### config.mk
export PLATFORM = sky130hd
export DESIGN_NAME = csi2_stream_ctrl
export DESIGN_NICKNAME = d
export VERILOG_FILES = /design/src/rtl/csi2_stream_ctrl.sv
export SDC_FILE = /design/constraint.sdc
export NUM_CORES = 1
export LEC_CHECK = 0
export ABC_AREA = 1
export BUFFER_PORTS_ARGS = -buffer_cell sky130_fd_sc_hd__buf_2
export CAP_MARGIN = 15
export CORE_UTILIZATION = 61
export DETAILED_ROUTE_END_ITERATION = 6
export PLACE_DENSITY = 0.85
export SYNTH_ARGS = -nofsm -noshare
export SYNTH_HDL_FRONTEND = slang
export SYNTH_SLANG_ARGS = --single-unit
### constraint.sdc
create_clock -name sys_clk -period 3.15 [get_ports sys_clk]
set_input_delay 0.315 -clock sys_clk [delete_from_list [all_inputs] [get_ports sys_clk]]
set_output_delay 0.315 -clock sys_clk [all_outputs]
set_load 0.05 [all_outputs]
### src/rtl/csi2_stream_ctrl.sv
`default_nettype none
// ============================================================================
// Module  : csi2_stream_ctrl
// Brief   : Frame-aligned stream sequencer in front of a CSI-2 D-PHY transmitter.
// Revision: 1.0
// ============================================================================
module csi2_stream_ctrl #(
    parameter int DATA_W       = 24,
    parameter int H_ACTIVE     = 1280,
    parameter int V_ACTIVE     = 720,
    parameter int INIT_TIMEOUT = 4800000
) (
    input  logic              sys_clk,
    input  logic              sys_rst,
    input  logic              enable_i,
    input  logic              pll_lock_i,
    input  logic              tinit_done_i,
    input  logic              fv_i,
    input  logic              lv_i,
    input  logic [DATA_W-1:0] data_i,
    output logic              fv_o,
    output logic              lv_o,
    output logic              dvalid_o,
    output logic [DATA_W-1:0] data_o,
    output logic              pd_dphy_o,
    output logic [1:0]        state_o,
    output logic [15:0]       frame_cnt_o,
    output logic              size_err_o,
    output logic              link_err_o
);

    localparam logic [1:0] S_IDLE      = 2'd0;
    localparam logic [1:0] S_WAIT_INIT = 2'd1;
    localparam logic [1:0] S_ARMED     = 2'd2;
    localparam logic [1:0] S_STREAM    = 2'd3;

    localparam int              TMO_W    = (INIT_TIMEOUT > 1) ? $clog2(INIT_TIMEOUT) : 1;
    localparam logic [TMO_W-1:0] TMO_LAST = TMO_W'(INIT_TIMEOUT - 1);
    localparam logic [15:0]     H_EXP    = 16'(H_ACTIVE);
    localparam logic [15:0]     V_EXP    = 16'(V_ACTIVE);
    localparam logic [15:0]     CNT_MAX  = 16'hFFFF;

    logic [1:0]        state_q, state_d;
    logic              fv_in_q;
    logic              fv_o_q, fv_o_d;
    logic              lv_o_q, lv_o_d;
    logic [DATA_W-1:0] data_q, data_d;
    logic [15:0]       frame_cnt_q, frame_cnt_d;
    logic              size_err_q, size_err_d;
    logic              link_err_q, link_err_d;
    logic [TMO_W-1:0]  tmo_q, tmo_d;
    logic [15:0]       pix_q, pix_d;
    logic [15:0]       line_q, line_d;

    logic        w_lvf;
    logic        w_fv_rise;
    logic        w_fv_fall;
    logic        w_lock_lost;
    logic        w_admit;
    logic        w_fwd;
    logic        w_lv_fall;
    logic        w_frame_end;
    logic        w_init_ok;
    logic        w_timeout;
    logic        w_start;
    logic [15:0] w_line_inc;

    assign w_lvf       = lv_i & fv_i;
    assign w_fv_rise   = fv_i & ~fv_in_q;
    assign w_fv_fall   = ~fv_i & fv_in_q;
    // Waiting for lock is normal in WAIT_INIT, so only a lock drop after init is an error.
    assign w_lock_lost = ~pll_lock_i & ((state_q == S_ARMED) | (state_q == S_STREAM));
    assign w_admit     = (state_q == S_ARMED) & ~w_lock_lost & enable_i & w_fv_rise;
    assign w_fwd       = ~w_lock_lost & (w_admit | (state_q == S_STREAM));
    assign w_lv_fall   = (state_q == S_STREAM) & ~w_lock_lost & lv_o_q & ~w_lvf;
    assign w_frame_end = (state_q == S_STREAM) & ~w_lock_lost & w_fv_fall;
    assign w_init_ok   = pll_lock_i & tinit_done_i;
    assign w_timeout   = (state_q == S_WAIT_INIT) & enable_i & ~w_init_ok & (tmo_q == TMO_LAST);
    assign w_start     = (state_q == S_IDLE) & enable_i;
    assign w_line_inc  = (w_lv_fall && line_q != CNT_MAX) ? line_q + 16'd1 : line_q;

    always_ff @(posedge sys_clk) begin
        if (sys_rst) begin
            state_q <= S_IDLE;
        end else begin
            state_q <= state_d;
        end
    end

    always_comb begin
        state_d = state_q;
        case (state_q)
            S_IDLE: begin
                if (enable_i) state_d = S_WAIT_INIT;
            end
            S_WAIT_INIT: begin
                if (!enable_i)      state_d = S_IDLE;
                else if (w_init_ok) state_d = S_ARMED;
                else if (w_timeout) state_d = S_IDLE;
            end
            S_ARMED: begin
                if (w_lock_lost)    state_d = S_WAIT_INIT;
                else if (!enable_i) state_d = S_IDLE;
                else if (w_fv_rise) state_d = S_STREAM;
            end
            default: begin
                if (w_lock_lost)      state_d = S_WAIT_INIT;
                else if (w_fv_fall)   state_d = enable_i ? S_ARMED : S_IDLE;
            end
        endcase
    end

    always_comb begin
        fv_o_d      = w_fwd ? fv_i : 1'b0;
        lv_o_d      = w_fwd ? w_lvf : 1'b0;
        data_d      = (w_fwd && w_lvf) ? data_i : data_q;
        frame_cnt_d = w_frame_end ? frame_cnt_q + 16'd1 : frame_cnt_q;
        tmo_d       = (state_q == S_WAIT_INIT && state_d == S_WAIT_INIT) ? tmo_q + 1'b1 : '0;

        pix_d = pix_q;
        if (!w_fwd || w_lv_fall)           pix_d = '0;
        else if (w_lvf && pix_q != CNT_MAX) pix_d = pix_q + 16'd1;

        line_d = (!w_fwd || w_frame_end) ? 16'd0 : w_line_inc;

        if (w_start) begin
            size_err_d = 1'b0;
            link_err_d = 1'b0;
        end else begin
            size_err_d = size_err_q
                       | (w_lv_fall && pix_q != H_EXP)
                       | (w_frame_end && w_line_inc != V_EXP)
                       | ((state_q == S_STREAM) & ~w_lock_lost & lv_i & ~fv_i);
            link_err_d = link_err_q | w_lock_lost | w_timeout;
        end
    end

    always_ff @(posedge sys_clk) begin
        if (sys_rst) begin
            fv_in_q     <= 1'b0;
            fv_o_q      <= 1'b0;
            lv_o_q      <= 1'b0;
            data_q      <= '0;
            frame_cnt_q <= '0;
            size_err_q  <= 1'b0;
            link_err_q  <= 1'b0;
            tmo_q       <= '0;
            pix_q       <= '0;
            line_q      <= '0;
        end else begin
            fv_in_q     <= fv_i;
            fv_o_q      <= fv_o_d;
            lv_o_q      <= lv_o_d;
            data_q      <= data_d;
            frame_cnt_q <= frame_cnt_d;
            size_err_q  <= size_err_d;
            link_err_q  <= link_err_d;
            tmo_q       <= tmo_d;
            pix_q       <= pix_d;
            line_q      <= line_d;
        end
    end

    assign fv_o        = fv_o_q;
    assign lv_o        = lv_o_q;
    assign dvalid_o    = lv_o_q;
    assign data_o      = data_q;
    assign pd_dphy_o   = (state_q == S_IDLE);
    assign state_o     = state_q;
    assign frame_cnt_o = frame_cnt_q;
    assign size_err_o  = size_err_q;
    assign link_err_o  = link_err_q;

endmodule
`default_nettype wire
* Word-level counts from Yosys, hierarchy flattened *
Index checks and enable logic that the tools add are counted.
W data, S select, Z words.

storage, ports and cells
  output and inout port bits = 48
  logic and storage cells = 85
  register bits after elaboration = 102
  input port bits = 31

operators by class
  muxes and demuxes = 12
  bitwise gates (word level) = 34
  reductions and logical operators = 15
  equal/unequal tests = 9
  $add $sub $neg = 4

operators by type and width
  kind                     count
  $add A16 B1 Y16 const B  3
  $ne A16 B16 Y1 const B   2
  $add A23 B1 Y23 const B  1
  $eq A23 B23 Y1 const B   1
  $mux W2                  10
  $and A1 B1 Y1            19
  $mux W16                 1
  $ne A16 B10 Y1 const B   1
  $ne A16 B11 Y1 const B   1
  $reduce_or A2 Y1         5
  $not A1 Y1               8
  $or A1 B1 Y1             7
  $logic_and A1 B1 Y1      6
  $pmux W2 S3              1
  $eq A2 B1 Y1 const B     2
  $eq A2 B2 Y1 const B     2
  $logic_not A2 Y1         1
  $logic_or A1 B1 Y1       2
  $logic_not A1 Y1         1

* Depth between registers and ports, before layout *
Gate-level depths: netlist of the first run.

  depth after elaboration = 13
  mapped depth = 15
  depth with buffers taken out = 14

* Worst setup path before layout of the first run *
Ideal clock, no wire load.

  path kind = register -> register
  start = register state_q[1], in the netlist state_o[1]
  end = register frame_cnt_q[15], in the netlist frame_cnt_o[15]
  arrival = 1942 ps
  stages on the path, launching flop included = 10
  setup time = 120 ps
  path slack = 1088 ps
  clock period less this slack = 2062 ps
  cell sequence = dfxtp_1 nand3_4 nor2_4 nand4_1 nor2_1 nand3_1 nor2_1 nand4_1 o21ai_0 a21oi_1

between the ends
  word-level cells in the longest chain between the ends = 6

RTL lines
  what                                    RTL line  source
  start, declared                         43        logic [1:0] state_q, state_d;
  start signal, assigned                  86        state_q <= state_d;
  $eq A2 B2 Y1, on equally long branches  72, 76
  $or A1 B1 Y1                            72        assign w_lock_lost = ~pll_lock_i & ((state_q == S_ARMED) | (state_q == S_STREAM));
  $and A1 B1 Y1                           72
  $not A1 Y1                              76        assign w_frame_end = (state_q == S_STREAM) & ~w_lock_lost & w_fv_fall;
  $and A1 B1 Y1 (*) (2 in series)         76
  end signal, assigned                    155       frame_cnt_q <= frame_cnt_d;
  end, declared                           48        logic [15:0] frame_cnt_q, frame_cnt_d;

Every way passes the cells marked *; elsewhere a longest branch is shown, timed or not.
A chain may end at the register's enable or synchronous reset.

* Worst setup path in the final report of the first run *
  start = register line_q[0]
  end = register size_err_q, in the netlist size_err_o

between the ends
  word-level cells in the longest chain between the ends = 7

RTL lines
  what                                                                     RTL line  source
  start, declared                                                          53        logic [15:0] line_q, line_d;
  start signal, assigned                                                   160       line_q <= line_d;
  parallel branches: the longest is 2 deep, another holds $add A16 B1 Y16  -
  $mux W16 (*)                                                             80        assign w_line_inc = (w_lv_fall && line_q != CNT_MAX) ? line_q + 16'd1 : line_q;
  $ne A16 B10 Y1 (*)                                                       132       | (w_frame_end && w_line_inc != V_EXP)
  $logic_and A1 B1 Y1 (*)                                                  132
  $or A1 B1 Y1 (*)                                                         132
  $or A1 B1 Y1 (*)                                                         133       | ((state_q == S_STREAM) & ~w_lock_lost & lv_i & ~fv_i);
  end signal, assigned                                                     156       size_err_q <= size_err_d;
  end, declared                                                            49        logic size_err_q, size_err_d;

Mark *: on every way between the ends.

==> results.txt, run 1 <==
----------------------------------------------------
[Power]
  Max IR drop VDD ... around 0.00036 V
  Power density relative to cell area ... between 400 and 500 nW/um^2
  Total power ... 0.002264 W
  Leakage Power ... about 2.4 nW

[Global routing]
  Pin count of the biggest net entering global routing ... 33
  Total congestion overflow ... 0
  First-pass GRT wire length ... around 19000 um
  Total GRT Usage ... between 20 and 30%
  Number of antenna violations at the first check in global routing ... 0
  Number of global-route vias before repair ... 4520

[Run status]
  Outcome ... finished clean

[Worst hold path]
  HP Class ... input pin to flop

[Critical path]
  Stages on the worst setup path ... 13
  Critical Setup Path Class ... flop to flop
  Worst setup path startpoint ... line_q[0]
  Most used cell along the critical path ... nand2_1
  Max Fanout on Critical Path ... 13
  Worst reg-to-reg path cell count ... 13
  Top cell family by delay on the critical path ... simple AND/OR/NAND/NOR gates
  CP Data Arrival Time ... 2.52 ns
  Endpoint of the worst setup timing path ... size_err_o
  Worst path slowest cell ... dfxtp_1
  Worst-case register-to-register setup slack ... roughly 0.94 ns
  Crit path largest cell delay ... between 0.3 and 0.4 ns
  Critical path cell sequence ... ha_1 -> nand3_1 -> nor2_1 -> nand3_1 -> nand2_1 -> nand2_1 -> nand2_1 -> nor2_1 -> nand2_1 -> nor2_1 -> nand2_1 -> nand2_1 -> a21oi_2
  Startpoint types ... flop
  Crit Reg-Reg Endpoint ... size_err_o
  Critical path endpoint category ... flop
  Data required time at the worst endpoint ... 3.46 ns
  Buffering stage count on the worst path with inverters included ... 0
  Launch point of the worst reg-to-reg path ... line_q[0]

[Detailed routing]
  Number of DRC markers in iteration 0 ... around 250
  Via density ... approximately 5.4
  Number of optimization iterations in the first detailed-route pass ... 5
  Number of nets with antenna violations after routing ... 0
  Remaining DRCs ... 0
  Routed Wire Length ... 11270 um
  Vias after detailed routing ... approximately 4800
  Drt wl/cell ... 12.59 um

[Placement]
  Placed Area ... 5364 sq um
  DP Wirelength ... between 8000 and 9000 um
  Port Buffers ... approximately 80
  Last weighted congestion value of the routability-driven placer ... 0.9104

[Clock network]
  Post-cts resize count ... 0
  Reg clk slew, reported paths ... approximately 0.1 ns
  Hold Buf Count CTS ... 0
  Number of levels the H-tree was split into ... 3
  Num Clock Sinks ... 102
  Skew-Pair Late Insertion Delay ... ~0.37 ns
  Clock tree from TritonCTS ... done
  Buffer count from post-CTS setup fixing ... 0
  Clock Tree Root ... clkbuf_8
  CTS Buffer Depth ... 2
  Clock buffers created by TritonCTS ... 9

[Logic synthesis]
  Yosys synthesis warning count ... 0
  Cell count after synthesis ... between 700 and 800
  Number of flops mapped to enable cells by yosys ... 0
  Number of distinct library cell variants in the gate-level netlist after synthesis ... 37
  Post-Syn Area per Cell ... roughly 6.9 sq um
  Seq/Total Area, Yosys ... between 40% and 50%
  Primary FF master, synth ... dfxtp_1
  Async S/R FF share, synth ... 0%
  Area of the mapped netlist ... between 4000 and 5000 sq um
  Flip-flop and latch count after synthesis ... around 100
  Synthesized netlist net count ... between 700 and 800

[STA]
  Worst slew pin tran ... between 0.8 and 0.9 ns
  Slew HR ... a little over two fifths
  Final hold slack ... approximately 0.16 ns
  Minimum clock period after layout ... about 2.2 ns
  Post-route fraction of the period consumed by the critical path ... between 70% and 80%
  Layout Skew ... between 0.01 and 0.015 ns
  Final TNS setup ... 0 ns
  Number of max-slew violations in the final report ... 0
  Maximum clock rate ... about 0.45 GHz
  Setup violators final ... 0
  RSZ-0062 raised after global routing ... no
  Final Hold Violating Endpoints ... 0

[Finish]
  Fraction of layout cells with a size suffix above 1 ... between 10 and 15%
  # nets final ... around 820
  Design Area, Final ... between 5000 and 6000 sq um
  Core occupancy in the finished layout ... between 70% and 80%
  Synthesis-to-layout area growth ... 13.75%
  Antenna cell count ... 0

[Die]
  Vertical die dimension ... 91.66 um
  IO Pins ... 79
  Die ar. ... about 8400 sq um
  Floorplan Core Area ... between 7000 and 8000 sq um
  Starting Density ... a little over three fifths
  Number of standard-cell rows in the floorplan ... 32
  X dimension of the die ... just over 90 um

[Flow run]
  Max-cap violations ... 0

----------------------------------------------------
cell type report:
type | count | area [sq um]
Clock buffer | 11 | 131.4
Fill cell | 624 | 2190
Sequential cell | 102 | 2042
Tap cell | 102 | 127.6
Timing Repair Buffer | 80 | 405.4
Multi-Input combinational cell | 516 | 2492
Inverter | 79 | 296.5
Clock inverter | 5 | 82.58
Yosys cell counts, types with 2 or more instances:
cell type / count / share of area (%)
nor3b_2: 2 / 0.51
clkbuf_1: 8 / 0.61
buf_2: 4 / 0.41
dfxtp_1: 102 / 42
a21oi_1: 44 / 4.5
nor4_1: 5 / 0.64
or2_2: 4 / 0.51
nand2_1: 153 / 12
nor3_2: 2 / 0.41
nor2_1: 131 / 10
nand3_1: 40 / 4.1
inv_2: 3 / 0.23
nor2_4: 2 / 0.46
xnor2_1: 4 / 0.71
nor3_1: 22 / 2.2
ha_1: 5 / 1.3
a31oi_1: 4 / 0.51
xor2_1: 12 / 2.1
o21ai_0: 48 / 4.9
nor3b_1: 5 / 0.77
inv_1: 76 / 5.8
nor2_2: 3 / 0.38
nand4_1: 19 / 2.4
kinds of logic after synthesis:
logic type               synth area share (%)
AND/OR/NAND/NOR                         35.95
buffers and inverters                   7.527
adder cells (fa/ha/maj)                 1.276
flip-flops                              41.64
XOR/XNOR                                2.858
AO/OA/AOI/OAI                           10.74
report_power, final:
group	internal (W)	switching, W
Clock	0.000452	0.000450
Combinational	0.0000234	0.0000447
Sequential	0.00129	0.00000323
Total	0.00177	0.000497
worst min path at each step:
stage / from / end / slack, ns / cells past startpoint
after floorplan: sys_rst / frame_cnt_o[10] / 0.38 / 1
after global placement: tmo_q[0] / tmo_q[0] / 0.43 / 1
after detailed placement: tmo_q[0] / tmo_q[0] / 0.44 / 1
after CTS: data_i[23] / data_o[23] / 0.16 / 3
after global routing: data_i[23] / data_o[23] / 0.17 / 3
final: data_i[14] / data_o[14] / 0.16 / 3
per-stage QoR:
stage                     setup WS (ns)  std cells
after global placement            1.065        879
after CTS                        0.9393        895
after global routing             0.7510        895
final                            0.9395        895
after floorplan                   1.088        712
after detailed placement         0.9986        879
state kept, by name, summed over array words and instances (netlist names):
name         cells
pix_q           16
tmo_q           23
link_err_o       1
line_q          16
dvalid_o         1
fv_o             1
fv_in_q          1
state_o          2
size_err_o       1
data_o          24
frame_cnt_o     16
cell usage in the layout (no fill, tap or decap), drive strengths merged:
cell      n
xor2     12
buf      80
nand3b    1
or2       4
nor3     24
bufinv    2
ha        5
o21a      1
o211ai    1
nor4b     1
clkinv    2
a21oi    45
o21ai    48
nand2   153
nor2    137
nor3b     7
nand4    19
a31oi     4
inv      80
o21bai    1
nand3    41
clkbuf   11
o211a     1
nor4      7
xnor2     4
dfxtp   102
routing by layer:
metal | vias up | track usage (%) | part of all wire (%)
met4 | 0 | 11.77 | 2.0
met5 | - | 0 | 0
li1 | 2462 | - | -
met3 | 22 | 5.307 | 6.5
met2 | 167 | 49.25 | 49
met1 | 2184 | 33.02 | 43
worst register-to-register path: cells and delay by family, from the launching register on:
family,cells,cell delay [ns]
flip-flops,1,0.39
adder cells (fa/ha/maj),1,0.29
AND/OR/NAND/NOR,11,1.37
AO/OA/AOI/OAI,1,0.11
No activity file was read; power rests on OpenSTA's default activity.
==> run 2, diff against run 1 <==
--- a/config.mk
+++ b/config.mk
@@ -8,9 +8,9 @@
 export ABC_AREA = 1
 export BUFFER_PORTS_ARGS = -buffer_cell sky130_fd_sc_hd__buf_2
 export CAP_MARGIN = 15
-export CORE_UTILIZATION = 61
+export CORE_UTILIZATION = 51
 export DETAILED_ROUTE_END_ITERATION = 6
-export PLACE_DENSITY = 0.85
+export PLACE_DENSITY = 0.76
 export SYNTH_ARGS = -nofsm -noshare
 export SYNTH_HDL_FRONTEND = slang
 export SYNTH_SLANG_ARGS = --single-unit
==> constraint.sdc (replaced) <==
create_clock -name sys_clk -period 1.8 [get_ports sys_clk]
set_input_delay 0.18 -clock sys_clk [delete_from_list [all_inputs] [get_ports sys_clk]]
set_output_delay 0.18 -clock sys_clk [all_outputs]
set_load 0.05 [all_outputs]
==> results.txt, run 2 (synthesized netlist as in run 1, its figures left out) <==
----------------------------------------------------
[Run status]
  Outcome ... finished clean

[Critical path]
  Critical Setup Path Class ... flop to flop
  Critical path endpoint category ... flop
  Buffering stage count on the worst path with inverters included ... 0
  Max Fanout on Critical Path ... 8
  Data required time at the worst endpoint ... between 2 and 2.5 ns
  Top cell family by delay on the critical path ... simple AND/OR/NAND/NOR gates
  Worst path slowest cell ... dfxtp_1
  Startpoint types ... flop
  Worst-case register-to-register setup slack ... 0.01 ns
  CP Data Arrival Time ... between 2 and 2.5 ns
  Critical path cell sequence ... nand2_1 -> nor2_2 -> nand2_1 -> nor2_4 -> nor2_4 -> nand2_2 -> nand2_2 -> nor2_2 -> nand2_1 -> nor2_2 -> nand2_1 -> nand2_1 -> a21oi_2
  Most used cell along the critical path ... nand2_1
  Crit path largest cell delay ... ~0.42 ns

[Detailed routing]
  Routed Wire Length ... 12230 um
  Vias after detailed routing ... between 5000 and 6000
  Number of nets with antenna violations after routing ... 0
  Via density ... between 5 and 6
  Drt wl/cell ... 12.63 um
  Number of DRC markers in iteration 0 ... ~190
  Remaining DRCs ... 0
  Number of optimization iterations in the first detailed-route pass ... 5

[Placement]
  DP Wirelength ... ~8600 um
  Placed Instances ... between 900 and 1000
  Port Buffers ... 78
  Pre-CTS setup slack ... -0.07983 ns
  Last weighted congestion value of the routability-driven placer ... 0.8878

[Die]
  X dimension of the die ... between 100 and 150 um
  IO Pins ... 79
  Floorplan Core Area ... slightly above 9000 sq um
  Number of standard-cell rows in the floorplan ... 35
  Starting Density ... 52.82%
  Die ar. ... around 10000 sq um
  Vertical die dimension ... roughly 100 um

[Global routing]
  Number of antenna violations at the first check in global routing ... 0
  Pin count of the biggest net entering global routing ... 40
  Total congestion overflow ... 0
  Number of global-route vias before repair ... between 4000 and 5000
  First-pass GRT wire length ... roughly 20000 um
  Total GRT Usage ... between 20% and 30%

[STA]
  Final Hold Violating Endpoints ... 0
  Post-route fraction of the period consumed by the critical path ... 99.39%
  PnR worst setup slack ... between 0.01 and 0.015 ns
  RSZ-0062 raised after global routing ... yes
  Maximum clock rate ... ~0.56 GHz
  Layout Skew ... approximately 0.020 ns
  Final hold slack ... roughly 0.025 ns
  Worst slew pin tran ... just over 0.4 ns
  Slew HR ... roughly 73%
  Minimum clock period after layout ... ~1.8 ns
  Setup violators final ... 0
  Number of max-slew violations in the final report ... 0

[Finish]
  Synthesis-to-layout area growth ... 27.07%
  Core occupancy in the finished layout ... 67.12%
  # nets final ... around 870
  Most common library cell in the layout ignoring fill and taps ... nand2_1
  Max reg flops ... 24
  Non-filler instance count after layout ... between 900 and 1000
  Fraction of layout cells with a size suffix above 1 ... roughly 28%
  Leading cell types in the layout, fill and taps excluded ... 139 x nand2_1, 111 x nor2_1, 79 x dfxtp_1
  Antenna cell count ... 0

[Clock network]
  Hold Buf Count CTS ... 0
  CTS Buffer Depth ... 2
  Num Clock Sinks ... roughly 100
  Number of levels the H-tree was split into ... 3
  Clock buffers created by TritonCTS ... 9
  Reg clk slew, reported paths ... 0.11 ns
  Skew-Pair Late Insertion Delay ... between 0.3 and 0.4 ns
  Clock Tree Root ... clkbuf_8
  Clock tree from TritonCTS ... done

[Power]
  Power density relative to cell area ... roughly 620 nW/um^2
  Leakage Power ... around 2.6 nW
  Max IR drop VDD ... between 0.0003 and 0.0004 V

[Worst hold path]
  HP Class ... input pin to flop

[Flow run]
  Max-cap violations ... 0

----------------------------------------------------
## run 2: stage by stage
step | TNS, ns | total power (W) | area, sq um
after CTS | 0 | 0.003877 | 5981
after floorplan | 0 | 0.002380 | 4915
after detailed placement | -0.07983 | 0.002449 | 5712
after global placement | 0 | 0.002446 | 5712
final | 0 | 0.003845 | 6231
after global routing | -0.2685 | 0.003979 | 6231
## run 2: per-layer routing
metal	routed length, um	GRT usage [%]	up-vias
met5	0	0	-
met3	777	6.825	22
met2	6118	44.35	158
met4	185	8.361	0
li1	-	-	2553
met1	5152	28.80	2331
## run 2: final timing paths
check / startpoint / end / cells after the start
setup / recovery: line_q[14] / size_err_o / 13
hold / removal: data_i[3] / data_o[3] / 3
setup reg to reg: line_q[14] / size_err_o / 13
hold reg to reg: tmo_q[0] / tmo_q[0] / 1
## run 2: area by class of cell
class / count / area, sq um
Sequential cell: 102 / 2083
Multi-Input combinational cell: 517 / 2708
Timing Repair Buffer: 126 / 779.5
Clock buffer: 11 / 151.4
Inverter: 79 / 296.5
Fill cell: 824 / 3053
Clock inverter: 5 / 51.30
Tap cell: 129 / 161.4
## run 2: timing repair
item	CTS	global route
endpoints found under the hold margin	0	0
pin swaps	6	25
endpoints found under the setup margin	3	37
gates resized for setup	15	69
cloned	1	0
setup buffers	1	8
## run 2: worst reg2reg max path, cell delays in order, from the launching register on
cell     delay [ns]
dfxtp_1        0.42
nand2_1        0.09
nor2_2         0.15
nand2_1        0.12
nor2_4         0.17
nor2_4         0.10
nand2_2        0.09
nand2_2        0.05
nor2_2         0.11
nand2_1        0.07
nor2_2         0.14
nand2_1        0.06
nand2_1        0.07
a21oi_2        0.05
## run 2: where the power goes
part           switching (W)  internal (W)  leakage, nW  total, W
Combinational      0.0000863     0.0000537         1.70  0.000140
Clock               0.000840      0.000606        0.103   0.00145
Sequential        0.00000485       0.00225        0.835   0.00226
Total               0.000931       0.00291         2.64   0.00384
==> run 3, diff against run 2 <==
--- a/config.mk
+++ b/config.mk
@@ -8,9 +8,9 @@
 export ABC_AREA = 1
 export BUFFER_PORTS_ARGS = -buffer_cell sky130_fd_sc_hd__buf_2
 export CAP_MARGIN = 15
-export CORE_UTILIZATION = 51
+export CORE_UTILIZATION = 45
 export DETAILED_ROUTE_END_ITERATION = 6
-export PLACE_DENSITY = 0.76
+export PLACE_DENSITY = 0.73
 export SYNTH_ARGS = -nofsm -noshare
 export SYNTH_HDL_FRONTEND = slang
 export SYNTH_SLANG_ARGS = --single-unit
==> constraint.sdc (replaced) <==
create_clock -name sys_clk -period 1.8 [get_ports sys_clk]
set_input_delay 0.09 -clock sys_clk [delete_from_list [all_inputs] [get_ports sys_clk]]
set_output_delay 0.09 -clock sys_clk [all_outputs]
set_load 0.05 [all_outputs]
==> results.txt, run 3 (synthesized netlist as in run 1, its figures left out) <==
----------------------------------------------------
[Global routing]
  Number of antenna violations at the first check in global routing ... 0
  Number of global-route vias before repair ... around 5000
  Total congestion overflow ... 0
  First-pass GRT wire length ... 21490 um
  Total GRT Usage ... ~23%
  Pin count of the biggest net entering global routing ... 34

[STA]
  Layout Skew ... roughly 0.017 ns
  Minimum clock period after layout ... around 1.8 ns
  Number of max-slew violations in the final report ... 0
  Final Hold Violating Endpoints ... 0
  Post-route fraction of the period consumed by the critical path ... roughly 100%
  Maximum clock rate ... 0.5578 GHz
  Slew HR ... 74.00%
  Setup violators final ... 0
  Final hold slack ... between 0.05 and 0.06 ns
  Worst slew pin tran ... a little under 0.4 ns
  RSZ-0062 raised after global routing ... yes

[Run status]
  Outcome ... finished clean

[Clock network]
  Clock tree from TritonCTS ... done
  Num Clock Sinks ... 102
  Clock buffers created by TritonCTS ... 9
  Number of levels the H-tree was split into ... 3
  Reg clk slew, reported paths ... 0.11 ns
  Clock Tree Root ... clkbuf_8
  Skew-Pair Late Insertion Delay ... around 0.36 ns
  CTS Buffer Depth ... 2

[Placement]
  Placed Instances ... roughly 960
  Port Buffers ... 78
  Last weighted congestion value of the routability-driven placer ... a little under 0.9
  DP Wirelength ... between 8000 and 9000 um

[Detailed routing]
  Drt wl/cell ... between 10 and 15 um
  Number of nets with antenna violations after routing ... 0
  Number of optimization iterations in the first detailed-route pass ... 4
  Number of DRC markers in iteration 0 ... roughly 240
  Via density ... 5.128
  Vias after detailed routing ... between 5000 and 6000
  Remaining DRCs ... 0
  Routed Wire Length ... around 13000 um

[Power]
  Share of total power in sequential cells ... between 50% and 60%
  Leakage Power ... around 2.8 nW
  Switching portion of total power ... between 20% and 30%
  Design internal power ... approximately 0.0029 W
  Max IR drop VDD ... between 0.0004 and 0.0005 V
  Net switching power figure ... 0.0009452 W
  Power density relative to cell area ... roughly 600 nW/um^2
  Clock power share ... 36.6%
  Portion of total power attributed to combinational logic ... between 4 and 5%

[Die]
  Die ar. ... ~11000 sq um
  Vertical die dimension ... between 100 and 150 um
  X dimension of the die ... between 100 and 150 um
  Starting Density ... between 40 and 50%
  Floorplan Core Area ... around 10000 sq um
  IO Pins ... between 70 and 80
  Number of standard-cell rows in the floorplan ... 37

[Finish]
  # nets final ... 900
  Max reg flops ... 24
  Core occupancy in the finished layout ... 61.64%
  Leading cell types in the layout, fill and taps excluded ... 147 x nand2_1, 118 x nor2_1, 81 x dfxtp_1
  Non-filler instance count after layout ... approximately 1000
  Most common library cell in the layout ignoring fill and taps ... nand2_1
  Fraction of layout cells with a size suffix above 1 ... about a quarter
  Antenna cell count ... 0
  Synthesis-to-layout area growth ... 31.51%

[Critical path]
  CP Data Arrival Time ... between 2 and 2.5 ns
  Critical Setup Path Class ... flop to flop
  Startpoint types ... flop
  Max Fanout on Critical Path ... 7
  Data required time at the worst endpoint ... between 2 and 2.5 ns
  Critical path endpoint category ... flop

[Flow run]
  Max-cap violations ... 0

[Worst hold path]
  HP Class ... input pin to flop

----------------------------------------------------
[run 3: cell count changes in the layout (fill, tap and decap cells not counted), sizes merged]
cell         previous run  this run
dlygate4sd3             0        25
buf                   126       130
clkinvlp                0         1
clkbuf                 11        10
[run 3: final timing paths]
kind / startpoint / to / slack (ns) / cells after the start
max: state_o[0] / frame_cnt_o[14] / 0.007 / 10
min: enable_i / state_o[0] / 0.06 / 3
max reg2reg: state_o[0] / frame_cnt_o[14] / 0.007 / 10
min reg2reg: tmo_q[0] / tmo_q[0] / 0.44 / 1
[run 3: per-stage QoR]
step | worst slack [ns] | area (sq um) | TNS, ns | total power, W
after floorplan | 0.002653 | 4915 | 0 | 0.002380
after CTS | 0.004263 | 6218 | 0 | 0.003875
after detailed placement | -0.01424 | 5753 | -0.01555 | 0.002453
after global routing | -0.1362 | 6449 | -0.4506 | 0.003996
after global placement | 0.04869 | 5753 | 0 | 0.002450
final | 0.007397 | 6449 | 0 | 0.003855
[run 3: worst max-delay path, cell delays in order (launching register included)]
cell	delay, ns
dfxtp_2	0.37
nand3_4	0.14
nor2_4	0.22
buf_4	0.14
inv_2	0.04
nor2_4	0.13
nand3_4	0.10
nor3_4	0.20
nand4_1	0.13
o21ai_1	0.16
a21oi_1	0.05
[run 3: cell type report]
| cell class | instances | area [sq um] |
|---|---|---|
| multi-input cells | 517 | 2666 |
| flip-flops and latches | 102 | 2073 |
| inverters | 79 | 299.0 |
| fillers | 924 | 4014 |
| well taps | 136 | 170.2 |
| repair buffers | 155 | 1047 |
| clock inverters | 6 | 55.05 |
| clock buffers | 10 | 137.6 |
[run 3: per-layer routing]
metal / up-vias / track usage [%] / part of all wire (%)
met2: 158 / 41.37 / 50
met1: 2360 / 27.20 / 43
met3: 22 / 4.721 / 5.4
met5: - / 0 / 0
li1: 2614 / - / -
met4: 0 / 7.639 / 2.0
[run 3: power groups by stage]
stage | registers (W) | clock network [W] | logic, W
after CTS | 0.00226 | 0.00143 | 0.000178
after global routing | 0.00226 | 0.00154 | 0.000199
after global placement | 0.00232 | 0 | 0.000134
after detailed placement | 0.00232 | 0 | 0.000136
after floorplan | 0.00233 | 0 | 0.0000519
final | 0.00226 | 0.00141 | 0.000183
[run 3: timing repair]
| item | in CTS | in global routing |
|---|---|---|
| buffers inserted | 0 | 7 |
| resized for setup | 6 | 57 |
| endpoints found under the hold margin | 28 | 0 |
| hold buffers | 25 | 0 |
| cloned | 0 | 1 |
| endpoints found under the setup margin | 2 | 45 |
| pin swaps | 5 | 16 |
